==> src/rtl/fabric_cfg_pkg.sv <==
// Shared constants and state encoding for the fabric configuration path.
// Holds the bitstream control words, the header tag and the sequencer state enum.
package fabric_cfg_pkg;

    localparam logic [31:0] SYNC_WORD   = 32'hFAB0_FAB1;
    localparam logic [31:0] DESYNC_WORD = 32'hFAB0_FAB0;
    localparam logic [7:0]  HEADER_TAG  = 8'hA5;

    typedef enum logic [2:0] {
        ST_IDLE,
        ST_HEADER,
        ST_DATA,
        ST_STROBE,
        ST_GUARD
    } seq_state_e;

    function automatic logic has_header_tag(input logic [31:0] word);
        return word[31:24] == HEADER_TAG;
    endfunction

    // States in which the sequencer takes words from the stream.
    function automatic logic accepts_words(input seq_state_e state);
        return (state == ST_IDLE) || (state == ST_HEADER) || (state == ST_DATA);
    endfunction

endpackage

==> src/rtl/frame_strobe_decoder.sv <==
// Index-to-one-hot decoder for the per-column frame latch strobes.
// An out-of-range index or a low enable yields an all-zero vector.
module frame_strobe_decoder #(
    parameter int Width = 20,
    parameter int IdxW  = 5
) (
    input  logic [IdxW-1:0]  index,
    input  logic             enable,
    output logic [Width-1:0] onehot
);

    always_comb begin
        // NOTE: assigning a default before any conditional write keeps this
        // block purely combinational; leaving a path unassigned infers a latch.
        onehot = '0;
        if (enable) begin
            for (int i = 0; i < Width; i++) begin
                if (index == IdxW'(i)) begin
                    onehot[i] = 1'b1;
                end
            end
        end
    end

endmodule

==> src/rtl/frame_config_sequencer.sv <==
// Bitstream-driven frame sequencer: SYNC, header, NumRows data words, then a
// one-cycle one-hot strobe and a guard cycle before the next header.
module frame_config_sequencer
    import fabric_cfg_pkg::*;
#(
    parameter int FrameBitsPerRow = 32,
    parameter int MaxFramesPerCol = 20,
    parameter int NumRows         = 4
) (
    input  logic                                 UserCLK,
    input  logic                                 Reset,
    input  logic [FrameBitsPerRow-1:0]           s_data,
    input  logic                                 s_valid,
    output logic                                 s_ready,
    output logic [FrameBitsPerRow*NumRows-1:0]   FrameData,
    output logic [MaxFramesPerCol-1:0]           FrameStrobe,
    output logic                                 busy,
    output logic                                 frame_done,
    output logic                                 error
);

    localparam int RowW = (NumRows > 1) ? $clog2(NumRows) : 1;
    localparam int IdxW = (MaxFramesPerCol > 1) ? $clog2(MaxFramesPerCol) : 1;
    localparam logic [RowW-1:0] LastRow = RowW'(NumRows - 1);
    localparam logic [31:0] MaxIdx = 32'(MaxFramesPerCol);

    seq_state_e                           state_q, state_d;
    logic [RowW-1:0]                      row_q;
    logic [IdxW-1:0]                      index_q;
    logic [FrameBitsPerRow*NumRows-1:0]   data_q;
    logic [MaxFramesPerCol-1:0]           strobe_q, strobe_d;
    logic                                 ready_q, busy_q, done_q, error_q;

    logic [31:0] word;
    logic        accept;
    logic        hdr_ok;
    logic        hdr_err;
    logic        last_word;

    assign word      = s_data[31:0];
    assign accept    = s_valid && ready_q;
    assign hdr_ok    = has_header_tag(word) && ({24'd0, word[7:0]} < MaxIdx);
    assign last_word = (state_q == ST_DATA) && accept && (row_q == LastRow);
    assign hdr_err   = (state_q == ST_HEADER) && accept &&
                       (word != DESYNC_WORD) && !hdr_ok;

    // Strobe is decoded one cycle early so it can be registered into STROBE.
    frame_strobe_decoder #(
        .Width (MaxFramesPerCol),
        .IdxW  (IdxW)
    ) u_strobe_dec (
        .index  (index_q),
        .enable (last_word),
        .onehot (strobe_d)
    );

    always_comb begin
        state_d = state_q;
        unique case (state_q)
            ST_IDLE: begin
                if (accept && (word == SYNC_WORD)) state_d = ST_HEADER;
            end
            ST_HEADER: begin
                if (accept) begin
                    if (word == DESYNC_WORD) state_d = ST_IDLE;
                    else if (hdr_ok)         state_d = ST_DATA;
                    else                     state_d = ST_IDLE;
                end
            end
            ST_DATA: begin
                if (last_word) state_d = ST_STROBE;
            end
            ST_STROBE: state_d = ST_GUARD;
            ST_GUARD:  state_d = ST_HEADER;
            default:   state_d = ST_IDLE;
        endcase
    end

    always_ff @(posedge UserCLK) begin
        // NOTE: non-blocking assignments make every register below sample the
        // pre-edge values, so statement order inside this block does not matter.
        if (Reset) begin
            state_q  <= ST_IDLE;
            row_q    <= '0;
            index_q  <= '0;
            data_q   <= '0;
            strobe_q <= '0;
            ready_q  <= 1'b1;
            busy_q   <= 1'b0;
            done_q   <= 1'b0;
            error_q  <= 1'b0;
        end else begin
            state_q  <= state_d;
            strobe_q <= strobe_d;
            ready_q  <= accepts_words(state_d);
            busy_q   <= (state_d != ST_IDLE);
            done_q   <= (state_q == ST_STROBE);

            if (hdr_err) error_q <= 1'b1;

            if ((state_q == ST_HEADER) && accept && hdr_ok) begin
                index_q <= word[IdxW-1:0];
                row_q   <= '0;
            end

            if ((state_q == ST_DATA) && accept) begin
                for (int r = 0; r < NumRows; r++) begin
                    if (row_q == RowW'(r)) begin
                        data_q[r*FrameBitsPerRow +: FrameBitsPerRow] <= s_data;
                    end
                end
                row_q <= (row_q == LastRow) ? '0 : row_q + RowW'(1);
            end
        end
    end

    assign s_ready     = ready_q;
    assign FrameData   = data_q;
    assign FrameStrobe = strobe_q;
    assign busy        = busy_q;
    assign frame_done  = done_q;
    assign error       = error_q;

endmodule

==> config.mk <==
export PLATFORM = sky130hd
export DESIGN_NAME = frame_config_sequencer
export DESIGN_NICKNAME = d
export VERILOG_FILES = /design/src/rtl/fabric_cfg_pkg.sv /design/src/rtl/frame_strobe_decoder.sv /design/src/rtl/frame_config_sequencer.sv
export SDC_FILE = /design/constraint.sdc
export NUM_CORES = 1
export LEC_CHECK = 0
export CAP_MARGIN = 20
export CORE_MARGIN = 3
export CORE_UTILIZATION = 40
export DETAILED_ROUTE_END_ITERATION = 7
export HOLD_SLACK_MARGIN = 0.12
export PLACE_DENSITY = 0.81
export SYNTH_ARGS = -nofsm -noshare
export SYNTH_HDL_FRONTEND = slang
export SYNTH_HIERARCHICAL = 1
export SYNTH_SLANG_ARGS = --single-unit
export TNS_END_PERCENT = 100
==> constraint.sdc <==
create_clock -name UserCLK -period 3 [get_ports UserCLK]
set_clock_uncertainty 0.2 [all_clocks]
set_input_delay 0.3 -clock UserCLK [delete_from_list [all_inputs] [get_ports UserCLK]]
set_output_delay 0.3 -clock UserCLK [all_outputs]
set_load 0.02 [all_outputs]
# Yosys cells after proc, flatten, opt, wreduce, memory -nomap -nowiden
# Cells that the tools add are included.
op_classes:
  n_addsub: 1
  n_lt_le_gt_ge: 1
  n_eq_ne: 32
  mux: 29
  n_bitwise: 1
  n_reduce_logical: 23
op_table:
  columns: ["operator", "count"]
  rows:
  - ["$eq 32x32->1 const B", 2]
  - ["$eq 5x4->1 const B", 8]
  - ["$ne 32x32->1 const B", 1]
  - ["$eq 5x3->1 const B", 4]
  - ["$eq 5x5->1 const B", 4]
  - ["$mux 1", 20]
  - ["$pmux 3 s5", 1]
  - ["$eq 5x2->1 const B", 2]
  - ["$mux 2", 5]
  - ["$eq 3x2->1 const B", 3]
  - ["$logic_and 1x1->1", 9]
  - ["$mux 3", 3]
  - ["$eq 8x8->1 const B", 1]
  - ["$lt 8x5->1 const B", 1]
  - ["$reduce_and 2->1", 4]
  - ["$eq 3x1->1 const B", 2]
  - ["$logic_not 3->1", 2]
  - ["$eq 5x1->1 const B", 1]
  - ["$logic_not 5->1", 1]
  - ["$eq 2x2->1 const B", 2]
  - ["$eq 3x3->1 const B", 1]
  - ["$reduce_bool 3->1", 1]
  - ["$add 2x1->2 const B", 1]
  - ["$eq 2x1->1 const B", 1]
  - ["other kinds (6)", 7]
totals:
  reg_bits: 162
  out_inout_bits: 152
  wordCells: 99

# Logic depth before layout (Yosys ltp)
# Gate-level depths: netlist (run 1).
depth:
  word_depth: 9
  ltp_mapped: 8

# Modules after synthesis
# The synthesis (run 1) kept the hierarchy.
modules_own_cells:
  columns: ["mod", "instances", "cells_per_inst", "area_per_inst_um2", "seq_area_each_um2"]
  rows:
  - ["frame_config_sequencer", 1, 692, 5708.0, 3243.1]
  - ["frame_strobe_decoder", 1, 33, 190.2, 0.0]

# Worst setup path before layout (run 1)
# No wires, ideal clock.
synth_path:
  path_kind: "register to register"
  from: "reg ready_q, in the netlist s_ready"
  to: "reg strobe_q[0], in the netlist FrameStrobe[0]"
  t_arrival_ps: 2026
  slack_ps: 708
  stages_incl_launch_ff: 9
  period_less_slack_ps: 2292
  cell_sequence: "dfxtp_1 and4b_1 buf_4 nand3_1 inv_1 buf_2 or4b_4 nor2_2 nor2b_1"
synth_between:
  elab_chain_cells: 5
synth_rtl:
  columns: ["item", "line_no", "rtl"]
  rows:
  - ["start, declared", "frame_config_sequencer.sv:32", "logic ready_q, busy_q, done_q, error_q;"]
  - ["start signal, assigned", "frame_config_sequencer.sv:95", "ready_q <= accepts_words(state_d);"]
  - ["$logic_and 1x1->1", "frame_config_sequencer.sv:41", "assign accept = s_valid && ready_q;"]
  - ["$logic_and 1x1->1 (2 in series)", "frame_config_sequencer.sv:43", "assign last_word = (state_q == ST_DATA) && accept && (row_q == LastRow);"]
  - ["named net last_word", "frame_config_sequencer.sv:38", "logic last_word;"]
  - ["$not 1->1 (no source line)", null, null]
  - ["$reduce_or 2->1 (no source line)", null, null]
  - ["end signal, assigned", "frame_config_sequencer.sv:94", "strobe_q <= strobe_d;"]
  - ["end, declared", "frame_config_sequencer.sv:31", "logic [MaxFramesPerCol-1:0] strobe_q, strobe_d;"]
# The timed path passes the listed nets, and every way through them passes these cells.
# A chain may end at the register's enable or synchronous reset.

# Worst setup path after layout (run 1)
layout_path:
  from: "reg state_q[0]"
  to: "reg strobe_q[7], in the netlist FrameStrobe[7]"
layout_between:
  elab_chain_cells: 5
layout_rtl:
  columns: ["item", "line_no", "rtl"]
  rows:
  - ["start, declared", "frame_config_sequencer.sv:27", "seq_state_e state_q, state_d;"]
  - ["start signal, assigned", "frame_config_sequencer.sv:93", "state_q <= state_d;"]
  - ["$eq 3x2->1", "frame_config_sequencer.sv:43", null]
  - ["$logic_and 1x1->1 (2 in series)", "frame_config_sequencer.sv:43", null]
  - ["$not 1->1 (no source line)", null, null]
  - ["$reduce_or 2->1 (no source line)", null, null]
# Every way passes these cells.

==> results of run 1 <==
[cell type report]
type	count	share of cell area, %
Inverter	6	0.264
Timing Repair Buffer	207	23.8
Sequential cell	162	38.0
Clock buffer	17	4.99
Tap cell	180	2.64
Multi-Input combinational cell	507	28.3
Clock inverter	15	1.98
[through the flow]
step	instances	hold slack, ns
after floorplan	725	0.236
after global placement	1062	0.240
after detailed placement	1062	0.246
after CTS	1094	0.141
after global routing	1094	0.170
final	1094	0.148
[power breakdown]
| part | switching (W) | total, W | internal [W] |
|---|---|---|---|
| sequential | 0.00000000000000970 | 0.00215 | 0.00215 |
| combinational | 0.0000881 | 0.000143 | 0.0000554 |
| clock | 0.000930 | 0.00218 | 0.00125 |
| total | 0.00102 | 0.00447 | 0.00345 |
[layout by cell type (no fill, tap or decap), types with 3 or more instances in the layout]
cell type | netlist | layout
nor3_1 | 8 | 8
nand2_1 | 261 | 261
nor2b_1 | 20 | 20
nand2b_1 | 3 | 3
clkbuf_16 | 0 | 17
and3_1 | 4 | 4
a21oi_1 | 137 | 137
inv_6 | 0 | 7
ha_1 | 4 | 4
o21ai_0 | 6 | 6
dfxtp_1 | 162 | 162
clkdlybuf4s50_1 | 0 | 185
and4_1 | 3 | 3
nand3_1 | 11 | 11
inv_1 | 5 | 5
buf_4 | 1 | 21
clkinvlp_4 | 0 | 4
nand3b_1 | 3 | 3
nor2_1 | 13 | 13
[critical path, delay by kind of cell (launching register included)]
family | cells | cell delay [ns]
flops | 1 | 0.36
simple gates | 5 | 0.88
buf+inv | 3 | 0.49
[sequential cells by signal, summed over array words and instances (netlist names)]
| name | cells |
|---|---|
| FrameData | 128 |
| FrameStrobe | 20 |
| index_q | 5 |
| state_q | 3 |
| row_q | 2 |
| busy | 1 |
| error | 1 |
| frame_done | 1 |
| s_ready | 1 |
[cells by family (layout without fill, tap and decap cells)]
family | Yosys count | after routing | synth area share (%)
AND/OR/NAND/NOR | 352 | 352 | 26.9
flip-flops | 162 | 162 | 55.0
buffers and inverters | 56 | 245 | 4.03
adder cells (fa/ha/maj) | 4 | 4 | 0.849
AO/OA/AOI/OAI | 151 | 151 | 13.2
[routing by layer]
metal,vias to the layer above,global-route usage (%),wire (um)
met4,0,8.58,454
met3,30,7.73,1490
met2,200,36.9,8710
met5,-,0,0
li1,2733,-,-
met1,2618,28.0,7700
[worst min-delay path by stage]
stage	startpoint	to	slack (ns)	cells after the start
floorplan	s_data[4]	FrameData[100]	0.24	2
global placement	FrameData[77]	FrameData[77]	0.24	2
detailed placement	FrameData[72]	FrameData[72]	0.25	2
CTS	Reset	FrameStrobe[2]	0.14	2
global route	Reset	FrameStrobe[9]	0.17	2
finish	Reset	FrameStrobe[9]	0.15	2
==> metrics.txt, run 1 <==
status completed; vias 5581; area share of the largest cell type after synthesis 55.0%; Crit. End Element register; Final Instance Area 8530 um^2; Die H 127 um; Die Width 127 um; # rows 43; Initial DRC Count 358; CTS Root Cell clkbuf_16; Post-CTS Setup Repair Bufs 0; CP max FO 19; largest cells by area after synthesis dfxtp_1 (55%), nand2_1 (17%), a21oi_1 (12%); Post-Place Cell Area 7940 um^2; area leader, netlist dfxtp_1; FF-to-FF End FrameStrobe[7]; Core Area 14100 um^2; number of global-route vias before repair 5373; Peak VDD IR 0.391 mV; final hold vios 0; diode count 0; R2R cell count 8; Power Dens Cells 524 nW/um^2; Layout area overhead 44.7%; Syn Area/Cell 8.14 um^2; Worst setup SP type register; gr ovfl total 0; FF/Latch Area 3240 um^2; vias per cell 5.10; CP required 3.16 ns; clk slew on worst S/H paths 0.06 ns; top cells by count, synth nand2_1 (261), dfxtp_1 (162), a21oi_1 (137), clkbuf_1 (35), nor2b_1 (20); Max Clk Rate 496 MHz; flops & latches, synth 162; worst skew pair latency 0.42 ns; CP Data Arrival Time 2.17 ns; LEAKAGE 2.84 nW; CP cell instances and4b_1 > buf_4 > nand3_1 > inv_1 > buf_4 > nand3_1 > nor3_1 > nor2b_1; Primary FF master, synth dfxtp_1; type of the most critical hold path in -> reg; setup slack after layout 0.983 ns; Syn Nets 764; PostCTS Resize Cnt 0; layout cells sized above 1 6.89%; H-tree Lvls 4; Post-synth EDFFs 0; wire length per cell 16.8 um; Register-to-Register Setup Slack 0.98 ns; Place WS 0.589 ns; Filler cells 1210; antenna violations before repair 0; sequential fraction of the synthesis area 55.0%; Final Setup Violations 0; post-route clock period utilization 67.2%; io pins 187; CP endpoint FrameStrobe[7]; WL final 18.4 mm; largest net degree at the start of global routing 56; Initial Utilization 41.7%; Tot Pwr 0.00447 W; clock buffer depth 2; CTS sink cnt 162; most common cell in the netlist nand2_1; Crit-path slowest cell dfxtp_1; Port Buffers 186; Max-slew headroom 58.5%; area of the multi-input gates 2420 um^2; nets@finish 940; Max-Cap Viols 0; area of the mapped netlist 5900 um^2; CTS tree yes; Final ANT Viol Nets 0; Slew Limit Fails 0; first-pass GRT wire length 28.9 mm; FF-to-FF Start state_q[0]; drc violations 0; drt pass-1 iters 5; GP Congestion 0.860; yosys warns 6; Worst-Margin Slew 0.618 ns; setup_tns 0 ns; Synth async-reset ratio 0%; die area 16200 um^2; Post-CTS Hold Fix Bufs 0; synth unique cells 46; Overall Global Routing Usage 22.8%; WS Path Type reg -> reg; total CTS buffers 17; Critical path origin state_q[0]; Synth Instances 725; Min Clock Period, post-route 2.02 ns; DP HPWL 12.6 mm; final core utilization 60.3%; RSZ-0062 raised after global routing false; crit-path max cell delay 0.36 ns
Note: power is estimated with default switching activity, not from simulation.
==> run 2, diff against run 1 <==
--- a/config.mk
+++ b/config.mk
@@ -10,7 +10,7 @@
 export CORE_UTILIZATION = 40
 export DETAILED_ROUTE_END_ITERATION = 7
 export HOLD_SLACK_MARGIN = 0.12
-export PLACE_DENSITY = 0.81
+export PLACE_DENSITY = 0.83
 export SYNTH_ARGS = -nofsm -noshare
 export SYNTH_HDL_FRONTEND = slang
 export SYNTH_HIERARCHICAL = 1
==> constraint.sdc (replaced) <==
create_clock -name UserCLK -period 1.75 [get_ports UserCLK]
set_clock_uncertainty 0.2 [all_clocks]
set_input_delay 0.175 -clock UserCLK [delete_from_list [all_inputs] [get_ports UserCLK]]
set_output_delay 0.175 -clock UserCLK [all_outputs]
set_load 0.02 [all_outputs]
==> metrics.txt, run 2 (synthesis results as in run 1) <==
CTS tree yes; Filler cells 1170; Crit-path slowest cell dfxtp_2; die area 16200 um^2; vias per cell 5.13; Max-slew headroom 69.1%; GP Congestion 0.865; setup slack after layout 0.0131 ns; clock buffer depth 2; CTS sink cnt 162; drt pass-1 iters 5; CP required 1.91 ns; RSZ-0062 raised after global routing true; Crit. End Element register; WS Path Type reg -> reg; CP Data Arrival Time 1.89 ns; crit-path max cell delay 0.32 ns; Min Clock Period, post-route 1.74 ns; wire length per cell 17.5 um; WL final 20.0 mm; antenna violations before repair 1; Core Area 14100 um^2; H-tree Lvls 4; Die Width 127 um; CTS Root Cell clkbuf_16; commonest non-fill, non-tap cell in the layout nand2_1; Placed Instances 1106; first-pass GRT wire length 29.8 mm; Max-Cap Viols 0; Power Dens Cells 840 nW/um^2; Die H 127 um; Place WS -0.435 ns; total CTS buffers 17; post-route clock period utilization 99.3%; # rows 43; type of the most critical hold path in -> reg; Port Buffers 186; Final Setup Violations 0; diode count 0; nets@finish 991; status completed; Initial DRC Count 421; setup_tns 0 ns; gr ovfl total 0; DP HPWL 13.7 mm; CP cell instances and4b_2 > nand3_4 > inv_4 > buf_6 > nand3b_1 > nor3_2 > nor2b_2; number of global-route vias before repair 5568; number of flip-flops in the largest register 128; CP max FO 6; worst skew pair latency 0.42 ns; Slew Limit Fails 0; Worst setup SP type register; Finished Layout Cells 1142; io pins 187; Layout area overhead 53.6%; final hold vios 0; Final ANT Viol Nets 0; final core utilization 64.0%; Post-Place Cell Area 8400 um^2; Overall Global Routing Usage 23.6%; clk slew on worst S/H paths 0.06 ns; Initial Utilization 41.7%; largest net degree at the start of global routing 63; layout cells sized above 1 12.9%; Max Clk Rate 576 MHz; most frequent cells in the layout nand2_1 (261), dfxtp_1 (160), a21oi_1 (136); drc violations 0; vias 5853; Worst-Margin Slew 0.464 ns; Peak VDD IR 0.701 mV; Final Instance Area 9060 um^2; LEAKAGE 4.13 nW
## run 2: per-layer routing
metal  routed length (um)  part of all wire (%)  global-route usage [%]
met5                   13                 0.065                       0
met4                  297                   1.5                    6.50
met1                 8090                    40                    27.7
met3                 1720                   8.6                    8.82
met2                 9900                    49                    40.4
## run 2: per-stage QoR
stage	total power [W]	hold slack, ns
CTS	0.00764	0.251
detailed placement	0.00407	0.246
global route	0.00782	0.150
global placement	0.00407	0.240
finish	0.00761	0.162
floorplan	0.00384	0.111
## run 2: path summary, 6_finish.rpt
path,from,endpoint,slack (ns),cells after the start
setup / recovery,state_q[0],FrameStrobe[5],0.01,7
hold / removal,s_data[2],state_q[0],0.16,5
setup reg to reg,state_q[0],FrameStrobe[5],0.01,7
hold reg to reg,FrameData[85],FrameData[85],0.25,2
## run 2: what timing repair did
item,in CTS,in global routing
hold buffers,1,2
gates cloned,0,1
resized for setup,110,42
pin swaps,0,4
setup endpoints to repair,120,99
hold endpoints to repair,34,9
setup buffers,0,3
## run 2: power breakdown
part / leakage (nW) / internal, W / switching [W]
clock: 0.271 / 0.00215 / 0.00146
sequential: 1.30 / 0.00369 / 0.0000000000000103
combinational: 2.55 / 0.000146 / 0.000166
total: 4.13 / 0.00598 / 0.00163
## run 2: critical path: cells and delay by family (launching register included)
| kind | cells | cell delay (ns) |
|---|---|---|
| AND/OR/NAND/NOR | 5 | 0.99 |
| buffers and inverters | 2 | 0.17 |
| flip-flops | 1 | 0.32 |
## run 2: area by class of cell
| class | instances | area [um^2] | share of cell area, % |
|---|---|---|---|
| inverter | 6 | 25.0 | 0.276 |
| sequential | 162 | 3250 | 35.8 |
| clock buffer | 20 | 457 | 5.04 |
| multi-input combinational | 507 | 2480 | 27.4 |
| tap | 180 | 225 | 2.49 |
| timing repair buffer | 258 | 2510 | 27.8 |
| clock inverter | 9 | 108 | 1.19 |
